File: src/rtl/uart_pkg.sv
// Shared types and constants for the UART transmitter slice.
package uart_pkg;

    localparam int unsigned DIV_W = 16;

    typedef enum logic [2:0] {
        ST_IDLE,
        ST_START,
        ST_DATA,
        ST_PARITY,
        ST_STOP
    } uart_state_t;

    localparam int unsigned PARITY_NONE = 0;
    localparam int unsigned PARITY_ODD  = 1;
    localparam int unsigned PARITY_EVEN = 2;

    localparam logic [DIV_W-1:0] BAUD_230400_DIV = 16'd217;

    // Parity bit for the masked data bits; odd makes the total ones count odd.
    function automatic logic parity_bit(input logic [7:0] data,
                                        input logic [7:0] mask,
                                        input int unsigned mode);
        logic w_xor;
        w_xor = ^(data & mask);
        return (mode == PARITY_ODD) ? ~w_xor : w_xor;
    endfunction

endpackage

File: src/rtl/uart_tx_baud_gen.sv
// Bit-period down-counter: single-cycle tick every i_div cycles, held at reload while restarting.
module uart_baud_gen
    import uart_pkg::*;
(
    input  logic             i_clk,
    input  logic             i_rst_n,
    input  logic [DIV_W-1:0] i_div,
    input  logic             i_restart,
    output logic             o_bit_tick_c
);

    logic [DIV_W-1:0] r_cnt;

    always_ff @(posedge i_clk or negedge i_rst_n) begin
        if (!i_rst_n) begin
            r_cnt <= '0;
        end else if (i_restart || (r_cnt == '0)) begin
            r_cnt <= i_div - DIV_W'(1);
        end else begin
            r_cnt <= r_cnt - DIV_W'(1);
        end
    end

    assign o_bit_tick_c = !i_restart && (r_cnt == '0);

endmodule

File: src/rtl/uart_tx.sv
// Asynchronous serial transmitter: one frame per rising edge of tx_ready, runtime bit divisor.
module uart_tx
    import uart_pkg::*;
#(
    parameter int unsigned DATA_BITS = 8,
    parameter int unsigned PARITY    = PARITY_NONE,
    parameter int unsigned STOP_BITS = 1
) (
    input  logic             CLOCK_50,
    input  logic             reset,
    input  logic [DIV_W-1:0] clock_div,
    input  logic [7:0]       tx_data,
    input  logic             tx_ready,
    output logic             tx,
    output logic             tx_done
);

    localparam logic [7:0] DATA_MASK = 8'((1 << DATA_BITS) - 1);
    localparam logic [2:0] LAST_BIT  = 3'(DATA_BITS - 1);
    localparam logic       LAST_STOP = 1'(STOP_BITS - 1);

    uart_state_t      r_state;
    logic [7:0]       r_shift;
    logic [DIV_W-1:0] r_div;
    logic [2:0]       r_bit_cnt;
    logic             r_stop_cnt;
    logic             r_par;
    logic             r_tx;
    logic             r_tx_done;
    logic             r_tx_ready_q;

    logic             w_start;
    logic             w_restart;
    logic             w_bit_tick;
    logic [DIV_W-1:0] w_div_load;
    logic [DIV_W-1:0] w_div;

    assign w_start    = tx_ready && !r_tx_ready_q && (r_state == ST_IDLE);
    assign w_div_load = (clock_div == '0) ? DIV_W'(1) : clock_div;
    // The counter must load the new divisor on the accepting edge itself.
    assign w_div      = w_start ? w_div_load : r_div;
    assign w_restart  = (r_state == ST_IDLE);

    uart_baud_gen u_baud (
        .i_clk        (CLOCK_50),
        .i_rst_n      (reset),
        .i_div        (w_div),
        .i_restart    (w_restart),
        .o_bit_tick_c (w_bit_tick)
    );

    always_ff @(posedge CLOCK_50 or negedge reset) begin
        if (!reset) begin
            r_state      <= ST_IDLE;
            r_shift      <= '0;
            r_div        <= DIV_W'(1);
            r_bit_cnt    <= '0;
            r_stop_cnt   <= 1'b0;
            r_par        <= 1'b0;
            r_tx         <= 1'b1;
            r_tx_done    <= 1'b1;
            r_tx_ready_q <= 1'b1;
        end else begin
            r_tx_ready_q <= tx_ready;
            case (r_state)
                ST_IDLE: begin
                    if (w_start) begin
                        r_shift   <= tx_data;
                        r_div     <= w_div_load;
                        r_par     <= parity_bit(tx_data, DATA_MASK, PARITY);
                        r_tx      <= 1'b0;
                        r_tx_done <= 1'b0;
                        r_state   <= ST_START;
                    end
                end
                ST_START: begin
                    if (w_bit_tick) begin
                        r_tx      <= r_shift[0];
                        r_shift   <= r_shift >> 1;
                        r_bit_cnt <= '0;
                        r_state   <= ST_DATA;
                    end
                end
                ST_DATA: begin
                    if (w_bit_tick) begin
                        if (r_bit_cnt == LAST_BIT) begin
                            if (PARITY != PARITY_NONE) begin
                                r_tx    <= r_par;
                                r_state <= ST_PARITY;
                            end else begin
                                r_tx       <= 1'b1;
                                r_stop_cnt <= 1'b0;
                                r_state    <= ST_STOP;
                            end
                        end else begin
                            r_tx      <= r_shift[0];
                            r_shift   <= r_shift >> 1;
                            r_bit_cnt <= r_bit_cnt + 3'd1;
                        end
                    end
                end
                ST_PARITY: begin
                    if (w_bit_tick) begin
                        r_tx       <= 1'b1;
                        r_stop_cnt <= 1'b0;
                        r_state    <= ST_STOP;
                    end
                end
                ST_STOP: begin
                    if (w_bit_tick) begin
                        if (r_stop_cnt == LAST_STOP) begin
                            r_tx_done <= 1'b1;
                            r_state   <= ST_IDLE;
                        end else begin
                            r_stop_cnt <= 1'b1;
                        end
                    end
                end
                default: begin
                    r_tx      <= 1'b1;
                    r_tx_done <= 1'b1;
                    r_state   <= ST_IDLE;
                end
            endcase
        end
    end

    assign tx      = r_tx;
    assign tx_done = r_tx_done;

endmodule

File: config.mk
export PLATFORM = sky130hd
export DESIGN_NAME = uart_tx
export DESIGN_NICKNAME = d
export VERILOG_FILES = /design/src/rtl/uart_pkg.sv /design/src/rtl/uart_tx_baud_gen.sv /design/src/rtl/uart_tx.sv
export SDC_FILE = /design/constraint.sdc
export NUM_CORES = 1
export LEC_CHECK = 0
export CORE_MARGIN = 10
export CORE_UTILIZATION = 27
export CTS_CLUSTER_DIAMETER = 80
export CTS_CLUSTER_SIZE = 20
export DETAILED_ROUTE_END_ITERATION = 10
export MAX_ROUTING_LAYER = met4
export SLEW_MARGIN = 20
export SYNTH_ARGS = -nofsm -noshare
export SYNTH_HDL_FRONTEND = slang
export SYNTH_SLANG_ARGS = --single-unit
export TNS_END_PERCENT = 30
File: constraint.sdc
create_clock -name CLOCK_50 -period 4.55 [get_ports CLOCK_50]
set_clock_uncertainty 0.15 [all_clocks]
set_input_delay 1.365 -clock CLOCK_50 [delete_from_list [all_inputs] [get_ports CLOCK_50]]
set_output_delay 1.365 -clock CLOCK_50 [all_outputs]
set_load 0.005 [all_outputs]
=== Word level (Yosys, flattened, before mapping) ===
Index checks and enable logic that the tools add are counted.

* Bits in registers: 50
* Bits of input ports: 27
* Output and inout bits: 2

* Add/subtract/negate cells: 3
* Equal/unequal tests: 13
* Muxes and demuxes: 35
* Bitwise logic cells: 2
* Reduce and logical (&&, ||, !) cells: 19

{| class="wikitable"
|+ Operators with widths
! cell !! count
|-
| 2-to-1 mux 16 bit || 3
|-
| zero test 16 bit || 2
|-
| 2-to-1 mux 8 bit || 4
|-
| subtractor 16 x 1 -> 16 bit (second input constant) || 2
|-
| 2-to-1 mux 3 bit || 10
|-
| one-hot mux 8 bit (3 select lines) || 1
|-
| one-hot mux 3 bit (5 select lines) || 1
|-
| AND reduction 5 bit || 3
|-
| 2-to-1 mux 1 bit || 12
|-
| inequality test 2 x 1 -> 1 bit (second input constant) || 4
|-
| inequality test 2 bit (second input constant) || 4
|-
| AND reduction 4 bit || 2
|-
| AND reduction 7 bit || 1
|-
| equality test 3 x 2 -> 1 bit (second input constant) || 2
|-
| equality test 3 bit (second input constant) || 2
|-
| one-hot mux 1 bit (3 select lines) || 2
|-
| one-hot mux 3 bit (2 select lines) || 1
|-
| nonzero test 3 bit || 2
|-
| one-hot mux 1 bit (5 select lines) || 1
|-
| adder 3 x 1 -> 3 bit (second input constant) || 1
|-
| equality test 3 x 1 -> 1 bit (second input constant) || 1
|-
| logical AND 1 bit || 3
|-
| zero test 3 bit || 1
|-
| OR reduction 3 bit || 1
|-
| 4 further kinds || 6
|}

=== Longest topological paths before layout ===
* Depth in word-level cells: 6
* Depth in mapped cells: 12
* Depth with buffers taken out: 10

=== Cells and area by module ===
Synthesis repeated with hierarchy kept, for this count alone.

* Cells, all modules: 272
* Area, all modules: 2954.1 um^2

{| class="wikitable"
|+ By module, submodules not included
! module !! times used !! cells an instance !! area each (um^2) !! seq. area each (um^2)
|-
| uart_tx || 1 || 139 || 1752.9 || 830.8
|-
| uart_baud_gen || 1 || 133 || 1201.2 || 400.4
|}

=== Least setup slack after synthesis ===
Ideal clock, no wire load.

* Kind: input to register
* Start point: input port tx_ready
* End point: register u_baud.r_cnt[10]
* Library setup time: 0.125 ns
* Arrival: 3.648 ns
* Setup slack: 0.628 ns
* Stages on the path: 10
* Path buffers: 0
* Cell sequence: or3b_1 > a211oi_1 > a211oi_1 > a21boi_0 > ha_1 > o21ai_0 > a31oi_1 > nand4_1 > xnor2_1 > mux2_2

* Word-level cells in the longest chain between the ends: 5

{| class="wikitable"
|+ Ends and longest elaborated chain
! what !! line !! RTL
|-
| from (decl) || uart_tx.sv:13 || <nowiki>input logic tx_ready,</nowiki>
|-
| logical AND 1 bit (2 in a row) || uart_tx.sv:38 || <nowiki>assign w_start = tx_ready && !r_tx_ready_q && (r_state == ST_IDLE);</nowiki>
|-
| 2-to-1 mux 16 bit || -- ||
|-
| subtractor 16 x 1 -> 16 bit || uart_tx_baud_gen.sv:18 || <nowiki>r_cnt <= i_div - DIV_W'(1);</nowiki>
|-
| 2-to-1 mux 16 bit || uart_tx_baud_gen.sv:17 || <nowiki>end else if (i_restart || (r_cnt == '0)) begin</nowiki>
|-
| to (signal assigned) || uart_tx_baud_gen.sv:18 ||
|-
| to (signal assigned) || uart_tx_baud_gen.sv:20 || <nowiki>r_cnt <= r_cnt - DIV_W'(1);</nowiki>
|-
| to (decl) || uart_tx_baud_gen.sv:12 || <nowiki>logic [DIV_W-1:0] r_cnt;</nowiki>
|}

Every way passes these cells.
A chain may end at the register's enable or synchronous reset.

=== Worst setup path after layout ===
* Start point: input port tx_ready
* End point: register u_baud.r_cnt[11]

The elaborated chain is that of the path after synthesis.

==> results.md <==
Outcome:
- The run finished with clean final reports.

Die:
- The region available for standard cell placement spans 9770 um^2.
- The floorplan has 36 rows.
- For this configuration, the core starts out at a cell density of 0.278.
- The die span in y is 120 um.
- The floorplan step set the die width to 120 um.
- In this run the count of I/O pins placed on the die edge is 29.
- The die covers 14500 um^2.

Logic synthesis:
- The prevailing post-synth register cell is dfrtp_1.
- Yosys printed 0 warnings.
- Averaged over all synthesized cells, the footprint is 10.5 um^2.
- The synthesized cell area is 2720 um^2.
- The fraction of registers with async set/reset is 1.00.
- The post-synthesis register bit count is 49.
- The count of distinct cell types in the synthesized netlist is 49.
- After technology mapping, the gate count stands at 259.
- The count of flip-flops with a built-in enable after synthesis is 0.
- Of the synthesized area, sequential elements account for 0.453.
- The net count after synthesis is 289.

Routing:
- The starting DRC count in detailed routing is 86.
- The final routed wirelength across all metal layers is 6280 um.
- Dividing the detail-routed wire length by the instance count gives 14.7 um.
- The length of the first detailed-routing pass in iterations is 4.
- The number of nets with antenna violations after detailed routing is 0.
- Dividing the detail-routed via count by the number of cells gives 4.73.
- The total number of vias is 2014.
- The number of DRC violations after detailed routing is 0.

Min path:
- The worst hold path class is reg -> reg.

Placed design:
- Once placement completed, the tool counted placed cells totaling 418.
- The number of input and output port buffers inserted is 28.
- Prior to clock tree synthesis, the placed netlist has a worst setup slack of 0.127 ns.
- The placed wire-length estimate after detailed placement is 4700 um.
- The weighted congestion reported at the end of routability-driven placement is 0.846.

Clock tree:
- After clock tree synthesis, the setup repair step added 0 buffers.
- Counting along the longest clock path gives a buffer depth of 2.
- TritonCTS created 5 clock buffers.
- The number of hold buffers added after CTS was 0.
- The number of levels the H-tree was split into is 2.
- The clock sink count is 49.
- The count of instances resized after the clock tree is built is 0.
- Clock tree synthesis selected as its root buffer the cell clkbuf_8.
- At the later pin of the worst-skew pair, clock insertion delay measures 0.30 ns.
- TritonCTS built the clock tree.
- Clock-pin slew was measured on the worst setup and hold paths at 0.09 ns.

STA:
- The share of the clock period used by the worst path after layout is 0.908.
- Measured against its own limit, the worst slew margin works out to 0.435.
- The number of hold-slack violations in the final timing report was 0.
- Setup slack closes at 0.419 ns.
- After routing, the total negative slack on setup checks comes to 0 ns.
- Derived from the worst setup path, the maximum achievable clock frequency is 242 MHz.
- The final count of negative-setup-slack endpoints is 0.
- The post-layout minimum cycle time is 4.13 ns.
- The number of pins exceeding their max-slew limit in the final report is 0.
- For the pin with the worst max-slew slack, the measured transition is 0.847 ns.
- Setup repair after global routing left no endpoint under its margin.

Worst setup path:
- The highest fanout seen on the critical path is 20.
- The number of buffers and inverters on the critical path is 2.
- The sort of element at the start of the critical path is an input port.
- The largest single stage delay on the critical path is 0.52 ns.
- The critical path is of the in -> reg type.
- The worst setup path is captured at a flip-flop.
- The critical path goes through clkdlybuf4s50_1, nor2b_1, nand2_2, buf_4, mux2_4, o31ai_2, nand4_4, o211a_1, nor4_1.
- At the worst endpoint, the arrival time is 4.18 ns.
- The library cell contributing the largest single delay on the critical path is o31ai_2.
- STA puts the critical path data required time at 4.60 ns.
- The kind of cell with the highest combined delay on the critical path is simple AND/OR/NAND/NOR gates.

Layout:
- The proportion of layout cells with a drive suffix above 1 is 0.188.
- The number of antenna diodes in the final layout is 0.
- Relative to the synthesized area, the layout overhead comes to 20.2%.
- The net count of the finished layout is 322.
- The non-filler instance count after layout is 426.

GRT:
- The global-route usage over all layers is 0.0905.
- The total congestion overflow is 0.
- The initial antenna violation count was 0.
- The number of global-route vias before repair is 2024.
- The largest net degree at the start of global routing is 37.
- The first-pass GRT wire length is 10300 um.

Pwr:
- The leakage component of the power is 1.40 nW.
- The power per cell area is 245 nW/um^2.
- The peak supply drop is 0.000128 V.

Run:
- Across the run, the number of max-cap violations was 0.
## per-stage QoR
stage	hold slack, ns	area, um^2	total power, mW	util
5_1_grt	0.371	3260	0.830	0.334
6_report	0.341	3260	0.798	0.334
4_1_cts	0.347	3260	0.815	0.334
2_1_floorplan	0.290	2720	0.459	-
3_3_place_gp	0.312	3150	0.496	0.322
3_5_place_dp	0.328	3150	0.497	0.322
## final timing paths
| path | cells after the start | endpoint | from | slack [ns] |
|---|---|---|---|---|
| max | 9 | u_baud.r_cnt[11] | tx_ready | 0.42 |
| min | 2 | r_div[15] | r_div[15] | 0.34 |
| max reg2reg | 10 | u_baud.r_cnt[10] | r_state[1] | 1.30 |
| min reg2reg | 2 | r_div[15] | r_div[15] | 0.34 |
| max in group asynchronous | 2 | u_baud.r_cnt[12] | reset | 2.51 |
| min in group asynchronous | 1 | r_div[6] | reset | 1.01 |
## area by class of cell
type / count / area (um^2)
timing repair buffer: 36 / 335
fill: 986 / 6510
clock inverter: 2 / 38.8
sequential: 49 / 1230
inverter: 5 / 18.8
multi-input combinational: 195 / 1400
clock buffer: 6 / 72.6
tap: 133 / 166
## registers in the layout (all words and copies together), names as in the netlist
name / count
r_div: 16
u_baud.r_cnt: 16
r_shift: 8
r_bit_cnt: 3
r_state: 3
r_tx_ready_q: 1
tx: 1
tx_done: 1
## kinds of logic after synthesis
group           after synthesis  share of synthesized area
simple gates                101                      0.196
flops                        49                      0.453
mux                          38                      0.155
compound gates               37                     0.0986
xor+xnor                     16                     0.0516
buf+inv                      15                     0.0309
fa+ha+maj                     3                     0.0138
## metal layers
metal	up-vias	GRT usage	wire [um]
li1	996	-	-
met4	0	0.0309	95
met3	8	0.0256	223
met2	25	0.145	3040
met1	985	0.107	2920
met5	-	-	0
## cells in the mapped netlist, types with 2 or more instances
library cell,n,area (um^2)
nand2b_1,2,12.5
nor3_1,7,35.0
xor2_1,8,70.1
nand3b_1,3,22.5
nor2_1,26,97.6
o31ai_2,2,25.0
nand3_1,6,30.0
mux2_4,3,45.0
dfstp_2,4,105
mux2i_1,14,140
mux2_2,21,236
o31ai_1,2,15.0
nand4b_1,2,17.5
a211oi_1,3,22.5
nand2_1,28,105
dfrtp_1,45,1130
a21oi_1,10,50.1
o21ai_0,7,35.0
or3_1,5,31.3
buf_6,3,33.8
inv_1,5,18.8
nor4_1,6,37.5
nand4_1,5,31.3
o211ai_1,3,22.5
xnor2_1,8,70.1
clkbuf_1,4,15.0
ha_1,3,37.5
nor2b_1,2,12.5
a31oi_1,2,12.5
## worst reg2reg max path, delay by kind of cell, from the launching register on
kind | cells | cell delay, ns
mux | 2 | 0.50
flops | 1 | 0.53
compound gates | 3 | 0.57
xor+xnor | 1 | 0.16
fa+ha+maj | 1 | 0.20
buf+inv | 1 | 0.30
simple gates | 2 | 0.73
## power breakdown
part / switching, mW / leakage, nW / total (mW) / internal, mW
Clock: 0.146 / 0.0554 / 0.311 / 0.165
Combinational: 0.0192 / 0.741 / 0.0455 / 0.0264
Sequential: 0.00193 / 0.600 / 0.442 / 0.440
Total: 0.167 / 1.40 / 0.798 / 0.631
## layout by cell type (no fill, tap or decap), types with 4 or more instances in the layout
cell type        instances
clkdlybuf4s50_1         27
mux2i_1                 14
clkbuf_8                 5
or3_1                    5
nor2_1                  26
dfrtp_1                 45
mux2_2                  21
xor2_1                   8
nor3_1                   7
nand2_1                 28
a21oi_1                 10
xnor2_1                  8
nor4_1                   6
o21ai_0                  6
nand4_1                  5
inv_1                    5
buf_4                    8
nand3_1                  6
dfstp_2                  4
Power figures use the tool's default switching activity.
==> patch (same flow settings) <==
The package constant `DIV_W` goes from 16 to 20.
--- a/src/rtl/uart_pkg.sv
+++ b/src/rtl/uart_pkg.sv
@@ -1,7 +1,7 @@
 // Shared types and constants for the UART transmitter slice.
 package uart_pkg;
 
-    localparam int unsigned DIV_W = 16;
+    localparam int unsigned DIV_W = 20;
 
     typedef enum logic [2:0] {
         ST_IDLE,
Interface: changed (resized clock_div); port bits go from 29 to 33. No check against the original RTL was run, so the function may have changed too.
==> patch against the original RTL <==
- sequential share of layout area decreased by 4.0 points
- sequential cell count is 8 higher
- setup slack got worse by 0.12 ns
- via count is 25% higher
- final area up 30%
- synthesized area is 20% higher
- routed wire length is 26% higher
- global-route usage is 1.0 points higher
Power is not compared: it rests on default switching activity, and its combinational part moved more than twofold at a synthesized area within 25%.
==> patch: results (changes against the original RTL) <==
Parameter                              Value

Status
  Result of the run ... finished, final reports clean (unchanged)

Global route
  Pin count of the biggest net entering global routing ... 46 (was 37)
  Met2 routing resource usage after global routing ... 14.90% (was 14.55%)
  Met1 demand-to-capacity share in global routing ... 13.10% (was 10.68%)
  Met3 routing resource usage after global routing ... 2.406% (was 2.559%)
  Via count of the first global-routing pass ... 2622 (was 2024)

Worst setup path
  Arr. time, crit path ... 4.30 ns (was 4.18 ns)
  Beginning of the critical path ... clock_div[0] (was tx_ready)
  Start of the worst register-to-register path ... u_baud.r_cnt[6] (was r_state[1])

Synthesis
  Post-synthesis net count ... 341 (was 289)
  Top area cells in the synthesized netlist ... dfrtp_1 (41%), mux2_2 (7.6%), mux2i_1 (4.9%), xnor2_1 (3.8%), dfstp_2 (3.2%) (was dfrtp_1 (41%), mux2_2 (8.7%), mux2i_1 (5.2%), dfstp_2 (3.9%), nand2_1 (3.9%))
  Distinct cell type count of the synthesized netlist ... 58 (was 49)
  Synth top cells by count ... dfrtp_1 (53), nor2_1 (28), mux2_2 (22), nand2_1 (21), mux2i_1 (16) (was dfrtp_1 (45), nand2_1 (28), nor2_1 (26), mux2_2 (21), mux2i_1 (14))
  Sequential cell area fraction in the yosys report ... 44.10% (was 45.35%)
  Mean Syn Cell Area ... 10.57 um2 (was 10.48 um2)

Placement
  Placed Cells ... 497 (was 418)
  Estimated wirelength of the detail-placed design ... 5.884 mm (was 4.699 mm)
  Routability congestion estimate ... 0.8498 (was 0.8457)
  Minimum setup slack after placement ... -0.2052 ns (was 0.1265 ns)

Layout
  Layout cells sized above 1 ... 26.15% (was 18.77%)
  Largest regs ... r_div (20), u_baud.r_cnt (20), r_shift (8) (was r_div (16), u_baud.r_cnt (16), r_shift (8))

Route
  Per-cell routed wire length ... 15.41 um (was 14.73 um)
  Total number of vias ... 2525 (was 2014)
  Detailed route wirelength on metal3 ... 333 um (was 223 um)
  Routed wire length ... 7.921 mm (was 6.275 mm)

Clock network
  Worst-path clk slew ... 0.05 ns (was 0.09 ns)
  CTS root buffer ... clkbuf_16 (was clkbuf_8)
  Max H-tree Level ... 3 (was 2)
  Worst-Skew Late Latency ... 0.33 ns (was 0.30 ns)

Timing
  Slew @ Worst Pin ... 0.7725 ns (was 0.8468 ns)
patch: cell count changes after synthesis, sizes merged, moves of 6 or more:
cell and delta:
o21ai +10, dfrtp +8, nand2 -8, mux2 +7
nor4 +6, xnor2 +6
patch: worst paths after layout:
path                                    end  slack, ns  cells after the start
setup / recovery           u_baud.r_cnt[10]       0.30                     16
hold / removal                      tx_done       0.33                      2
setup reg to reg           u_baud.r_cnt[14]       0.74                     13
hold reg to reg                     tx_done       0.33                      2
max in group asynchronous         r_div[14]       2.75                      2
min in group asynchronous          r_div[1]       0.89                      1
patch: cell families after synthesis:
family | count (synthesis) | synth area share [%]
compound gates | 45 | 10.18
mux | 47 | 15.69
flops | 57 | 44.10
xor+xnor | 26 | 7.016
simple gates | 108 | 18.16
fa+ha+maj | 3 | 1.157
buf+inv | 21 | 3.700
patch: critical path, cell delays in order:
cell	delay, ns
clkdlybuf4s50_1	0.44
nor4_1	0.49
and4_1	0.32
a2111oi_4	0.09
o21ai_1	0.16
o21ai_1	0.10
ha_2	0.26
nor3b_2	0.16
nand4_1	0.08
o41ai_2	0.09
a31oi_1	0.23
buf_4	0.16
nor2_2	0.03
xor2_1	0.16
nor2_1	0.09
a21oi_1	0.05
patch: final cells by class:
cell class,instances,area (um2),area share [%]
Timing Repair Buffer,61,540.5,12.75
Clock buffer,14,274.0,6.466
Sequential cell,57,1431,33.78
Inverter,8,30.03,0.7086
Multi-Input combinational cell,229,1748,41.25
Tap cell,143,178.9,4.222
Clock inverter,2,35.03,0.8267
patch: power by group through the flow:
stage | sequential [mW] | clock, mW | combinational, mW
after floorplan | 0.643 | 0 | 0.239
after global placement | 0.659 | 0 | 0.349
after detailed placement | 0.661 | 0 | 0.354
after CTS | 0.654 | 0.704 | 0.358
after global routing | 0.668 | 0.729 | 0.401
final | 0.657 | 0.690 | 0.364
